===== config.mk =====
export PLATFORM = sky130hd
export DESIGN_NAME = io_ports
export DESIGN_NICKNAME = d
export VERILOG_FILES = /design/src/rtl/io_ports.sv
export SDC_FILE = /design/constraint.sdc
export NUM_CORES = 1
export LEC_CHECK = 0
export BUFFER_PORTS_ARGS = -buffer_cell sky130_fd_sc_hd__buf_2
export CELL_PAD_IN_SITES_DETAIL_PLACEMENT = 1
export CELL_PAD_IN_SITES_GLOBAL_PLACEMENT = 1
export CORE_AREA = 2 2 132 134
export CTS_CLUSTER_DIAMETER = 100
export CTS_CLUSTER_SIZE = 20
export DETAILED_ROUTE_END_ITERATION = 8
export DIE_AREA = 0 0 134 136
export PLACE_DENSITY = 0.72
export SYNTH_ARGS = -nofsm -noshare
export SYNTH_HDL_FRONTEND = slang
export SYNTH_SLANG_ARGS = --single-unit

===== constraint.sdc =====
create_clock -name clock -period 5.5 [get_ports clock]
set_input_delay 0.275 -clock clock [delete_from_list [all_inputs] [get_ports clock]]
set_output_delay 0.275 -clock clock [all_outputs]
set_load 0.05 [all_outputs]

===== src/rtl/io_ports.sv =====
// io_ports: ten-port CPU I/O window at BASE for keyboard FIFO, tick timer, vblank flag,
// video registers and SD command sequencer. Define IO_IRQ_EN to build the maskable interrupt.
module io_ports #(
   parameter logic [15:0] BASE      = 16'h0020,
   parameter int          KBD_DEPTH = 8,
   parameter int          CLK_HZ    = 25000000,
   parameter int          TIMER_HZ  = 100
) (
   input  logic        clock,
   input  logic        reset_n,
   input  logic [15:0] a,
   input  logic [7:0]  o,
   input  logic        r,
   input  logic        w,
   output logic [7:0]  p,
   output logic        sd_command,
   output logic        sd_rw,
   output logic [31:0] sd_lba,
   input  logic [1:0]  sd_card,
   input  logic [3:0]  sd_error,
   input  logic        sd_done,
   input  logic        sd_busy,
   output logic        p_vpage,
   output logic [2:0]  p_border,
   input  logic        p_vblank,
   input  logic        p_kdone,
   input  logic [7:0]  p_ascii,
   output logic        irq
);

   localparam int DIV = CLK_HZ / TIMER_HZ;
   localparam int PW  = $clog2(KBD_DEPTH);
   localparam int DW  = $clog2(DIV);

   typedef enum logic [1:0] {SD_IDLE, SD_REQ, SD_WAIT} sd_state_t;

   logic [15:0] off;
   logic        in_win;
   logic [3:0]  idx;

   // The subtraction wraps addresses below BASE to large values, so one compare bounds the window.
   assign off    = a - BASE;
   assign in_win = (off < 16'd10);
   assign idx    = off[3:0];

   logic       rd_kbd, rd_stat, rd_vb, rd_sd;
   logic       wr_border, wr_vpage, wr_cmd;
   logic [3:0] wr_lba;

   assign rd_kbd    = r && in_win && (idx == 4'd0);
   assign rd_stat   = r && in_win && (idx == 4'd2);
   assign rd_vb     = r && in_win && (idx == 4'd3);
   assign rd_sd     = r && in_win && (idx == 4'd8);
   assign wr_border = w && in_win && (idx == 4'd0);
   assign wr_vpage  = w && in_win && (idx == 4'd1);
   assign wr_cmd    = w && in_win && (idx == 4'd8);
   assign wr_lba[0] = w && in_win && (idx == 4'd4);
   assign wr_lba[1] = w && in_win && (idx == 4'd5);
   assign wr_lba[2] = w && in_win && (idx == 4'd6);
   assign wr_lba[3] = w && in_win && (idx == 4'd7);

   logic [7:0]  kbd_mem [KBD_DEPTH];
   logic [PW-1:0] head, tail;
   logic [PW:0]   count;
   logic [4:0]    count_ext;
   logic [3:0]    kbd_level;
   logic          kbd_full, kbd_pop, kbd_push, ovf_set, kbd_ovf;

   // A pop frees a slot in the same cycle, so a push into a full FIFO still lands when paired with a read.
   assign kbd_full  = (count == (PW+1)'(KBD_DEPTH));
   assign kbd_pop   = rd_kbd && (count != '0);
   assign kbd_push  = p_kdone && (!kbd_full || kbd_pop);
   assign ovf_set   = p_kdone && kbd_full && !kbd_pop;
   assign count_ext = 5'(count);
   assign kbd_level = (count_ext > 5'd15) ? 4'hF : count_ext[3:0];

   always_ff @(posedge clock) begin
      if (kbd_push) kbd_mem[tail] <= p_ascii;
   end

   always_ff @(posedge clock or negedge reset_n) begin
      if (!reset_n) begin
         head    <= '0;
         tail    <= '0;
         count   <= '0;
         kbd_ovf <= 1'b0;
      end else begin
         if (kbd_push) tail <= tail + 1'b1;
         if (kbd_pop)  head <= head + 1'b1;
         if (kbd_push && !kbd_pop)      count <= count + 1'b1;
         else if (!kbd_push && kbd_pop) count <= count - 1'b1;
         if (ovf_set)      kbd_ovf <= 1'b1;
         else if (rd_stat) kbd_ovf <= 1'b0;
      end
   end

   logic [DW-1:0] pre;
   logic [7:0]    tcount;
   logic          tick;

   assign tick = (pre == DW'(DIV - 1));

   always_ff @(posedge clock or negedge reset_n) begin
      if (!reset_n) begin
         pre    <= '0;
         tcount <= '0;
      end else if (tick) begin
         pre    <= '0;
         tcount <= tcount + 1'b1;
      end else begin
         pre    <= pre + 1'b1;
      end
   end

   logic vblank;

   always_ff @(posedge clock or negedge reset_n) begin
      if (!reset_n) begin
         vblank   <= 1'b0;
         p_border <= 3'd0;
         p_vpage  <= 1'b0;
      end else begin
         if (p_vblank)   vblank <= 1'b1;
         else if (rd_vb) vblank <= 1'b0;
         if (wr_border) p_border <= o[2:0];
         if (wr_vpage)  p_vpage  <= o[0];
      end
   end

   sd_state_t sd_state;
   logic      done, done_set, busy_flag;

   assign done_set  = (sd_state == SD_WAIT) && sd_done;
   assign busy_flag = (sd_state != SD_IDLE) || sd_busy;

   // LBA and direction only change in IDLE, keeping them stable for the controller through REQ and WAIT.
   always_ff @(posedge clock or negedge reset_n) begin
      if (!reset_n) begin
         sd_state   <= SD_IDLE;
         sd_command <= 1'b0;
         sd_rw      <= 1'b0;
         sd_lba     <= 32'd0;
         done       <= 1'b0;
      end else begin
         if (done_set)   done <= 1'b1;
         else if (rd_sd) done <= 1'b0;
         case (sd_state)
            SD_IDLE: begin
               if (wr_lba[0]) sd_lba[7:0]   <= o;
               if (wr_lba[1]) sd_lba[15:8]  <= o;
               if (wr_lba[2]) sd_lba[23:16] <= o;
               if (wr_lba[3]) sd_lba[31:24] <= o;
               if (wr_cmd) begin
                  sd_state   <= SD_REQ;
                  sd_command <= 1'b1;
                  sd_rw      <= o[0];
               end
            end
            SD_REQ: begin
               if (sd_busy) begin
                  sd_state   <= SD_WAIT;
                  sd_command <= 1'b0;
               end
            end
            SD_WAIT: begin
               if (sd_done) sd_state <= SD_IDLE;
            end
            default: begin
               sd_state   <= SD_IDLE;
               sd_command <= 1'b0;
            end
         endcase
      end
   end

   logic [7:0] pend_rd;

`ifdef IO_IRQ_EN
   logic wr_mask, wr_pend;
   logic [3:0] mask, pending, mask_next, pending_next, irq_src;

   assign wr_mask      = w && in_win && (idx == 4'd3);
   assign wr_pend      = w && in_win && (idx == 4'd9);
   assign irq_src      = {done_set, tick, p_vblank, p_kdone};
   assign pending_next = irq_src | (pending & ~(wr_pend ? o[3:0] : 4'h0));
   assign mask_next    = wr_mask ? o[3:0] : mask;
   assign pend_rd      = {4'h0, pending};

   // irq is registered from the next-state values so it follows a source pulse by one cycle.
   always_ff @(posedge clock or negedge reset_n) begin
      if (!reset_n) begin
         mask    <= 4'h0;
         pending <= 4'h0;
         irq     <= 1'b0;
      end else begin
         mask    <= mask_next;
         pending <= pending_next;
         irq     <= |(pending_next & mask_next);
      end
   end
`else
   assign pend_rd = 8'h00;
   assign irq     = 1'b0;
`endif

   always_comb begin
      p = 8'h00;
      if (in_win) begin
         case (idx)
            4'd0:    p = (count != '0) ? kbd_mem[head] : 8'h00;
            4'd1:    p = tcount;
            4'd2:    p = {kbd_level, 2'b00, kbd_ovf, (count != '0)};
            4'd3:    p = {7'b0, vblank};
            4'd4:    p = sd_lba[7:0];
            4'd5:    p = sd_lba[15:8];
            4'd6:    p = sd_lba[23:16];
            4'd7:    p = sd_lba[31:24];
            4'd8:    p = {sd_error, sd_card, done, busy_flag};
            4'd9:    p = pend_rd;
            default: p = 8'h00;
         endcase
      end
   end

endmodule


==> summary.txt <==
Max Clk Rate - 0.313 GHz
Total global routing overflow - 0
Synth area leader - dfrtp_1
Synthesis-stage register bit count - 143
Max-cap viol count - 0
FP Rows - 48
Gate Count Post-Synth - 470
Ports - 93
CTS tree - built
Minimum clock period - 3200 ps
Hold_buf cts - 0
Post-CTS Resized - 0
Register area share after synthesis - 59.5%
Num CTS Buffers - 17
Starting Density - 38.8%
Post-synthesis net count - 525
Via count - 4,333
Syn. warnings - 0
WS Path Type - flip-flop to flip-flop
Worst EP required - 5810 ps
Synth area leaders - dfrtp_1 30%, edfxtp_1 29%, mux2_2 8.1%
Layout net count - 625
Chip Width - 134 um
WL final - 16.2 mm
Core area - 0.0169 sq mm
Clk buf depth - 2
First-pass GRT wire length - 25.6 mm
Critical path endpoint category - flip-flop
Fin crit share - 58.1%
Post-synth EDFFs - 64
Clk_skew - 11.1 ps
Sink Count - 143
Peak supply drop - 0.000238 V
CTS root buffer - clkbuf_16
Layout cells sized above 1 - 34.1%
PortBufs - 91
H-tree levels - 4
Gpl congestion - 0.815
Final Setup Violations - 0
Worst slew margin - 26.9%
Yosys top cell area share - 30.2%
Total GRT Usage - 18.6%
Main synth FF type - dfrtp_1
Die area - 0.0182 sq mm
Post-DRT Antenna Nets - 0
Clk Latency, worst-skew pair - 420 ps
Synthesized area - 0.00655 sq mm
Die Y - 136 um
Vias in the first global route - 4,729
Initial antenna violation count - 1
DP Cell Count - 776
DP Wirelength - 11.6 mm
Crit path DAT - 3500 ps
RSZ-0062 raised after global routing - no
Area Overhead vs Synth - 19.3%
Clock transition at path regs - 60 ps
Hold slack - -1.25 ps
Slew @ Worst Pin - 1100 ps
Post-Syn Area per Cell - 13.9 sq um
Asr flop ratio synth - 55.2%
Final hold viol count - 2
Cell leakage power - 3.32 nW
Routed len/inst - 20.1 um
CP Max Fanout - 7
Via density - 5.36
Hold Path Class - input port to asynchronous set/reset pin
DR DRC count - 0
Initial DRT Pass Iterations - 4
Fin Setup TNS - 0 ps
Failing checks - hold timing
Initial drt markers - 298
Outcome - finished, violations left
Pin count of the biggest net entering global routing - 80
Distinct cells, synth - 54
# Post-CTS Setup Buffers - 0
Cell Count, Final, Fillers Out - 809
Fin. max-slew vios - 0
Worst Setup Start Kind - flip-flop
Power Dens Cells - 340 mW/mm^2
==> per-layer routing <==
metal  part of all wire [%]  vias up  GRT usage [%]
li1                       -     1972              -
met1                     44     2260           23.9
met2                     51       87           31.0
met3                    3.9       14           4.47
met4                    1.0        0           6.44
met5                      0        -              0
==> layout make-up <==
cell class	count	area (sq um)
multi-input cells	302	2550
fillers	1757	9060
diodes	1	2.50
repair buffers	96	495
clock buffers	17	425
inverters	10	37.5
clock inverters	15	121
flip-flops and latches	143	3900
well taps	225	282
==> worst paths after layout <==
path	from	end	slack, ps	cells after the start
max in group asynchronous	reset_n	count[2]	4800	1
worst min register to register	tcount[7]	tcount[7]	480	1
min in group clock	p_vblank	vblank	50	2
worst max-delay path	count[0]	count[3]	2300	13
worst min-delay path	reset_n	pre[3]	-1	1
worst max register to register	count[0]	count[3]	2300	13
==> cells in the final DEF, fill, tap and decap left out, drive strengths merged, types with 10 or more instances in the layout <==
master and n:
a21oi 10, buf 96, clkbuf 17, dfrtp 79, edfxtp 64, inv 12, mux2 49, mux2i 10
mux4 18, nand2 33, nand3 11, nand4 13, nor2 29, nor3 10, o21ai 10, xnor2 19
xor2 11
==> cell families after synthesis <==
group / after synthesis / synth area share, %
muxes: 77 / 16.1
xor gates and xnor gates: 30 / 4.01
DFF: 143 / 59.5
AOI/OAI and AO/OA: 49 / 5.17
adders and majority gates: 9 / 1.83
buffers and inverters: 25 / 1.53
and+or+nand+nor: 136 / 11.8
other: 1 / 0.0572
==> through the flow <==
step	hold slack [ps]	setup slack (ps)	instance area (sq um)	util, %	total power, mW
floorplan	-20.6	2390	6550	-	1.48
global placement	466	2090	7270	43.1	1.59
detailed placement	479	1930	7270	43.1	1.61
CTS	30.4	2270	7820	46.3	2.69
global route	50.0	2070	7820	46.3	2.77
finish	-1.25	2300	7820	46.3	2.66
==> report_power, final <==
part	internal, mW	switching, mW
clock network	0.617	0.449
registers	1.23	0.0631
logic	0.126	0.178
==> flip-flops by register name, summed over array words and instances (netlist names), 2 cells and up <==
signal / count
kbd_mem: 64
sd_lba: 32
pre: 18
tcount: 8
count: 4
head: 3
p_border: 3
tail: 3
sd_state: 2
==> Yosys cell counts (2+ instances only) <==
library cell / instances
a211oi_1: 3
a21o_1: 2
a21oi_1: 10
a221oi_1: 2
a22o_1: 3
a22oi_1: 4
and3_1: 4
buf_1: 3
buf_2: 2
clkbuf_1: 9
dfrtp_1: 79
edfxtp_1: 64
ha_1: 8
inv_1: 10
mux2_1: 2
mux2_2: 47
mux2i_1: 10
mux4_2: 18
nand2_1: 30
nand2_4: 3
nand2b_1: 6
nand3_1: 10
nand3b_1: 6
nand4_1: 13
nor2_1: 29
nor2b_1: 8
nor3_1: 10
nor3b_1: 2
nor4_1: 3
nor4_4: 2
nor4b_1: 2
nor4bb_1: 3
o211ai_1: 3
o21ai_0: 9
o31ai_1: 2
o32ai_1: 3
xnor2_1: 19
xor2_1: 11
==> worst max-delay path, cell delays in order, from the launching register on <==
cell	delay [ps]
dfrtp_1	470
nor4_1	610
nand3b_1	240
nor4_4	100
o21ai_1	260
inv_1	80
ha_1	230
inv_1	130
ha_1	260
a21o_1	180
a21oi_1	170
xnor2_1	140
nor2_1	60
xor2_1	140
Note: power is estimated with default switching activity, not from simulation.
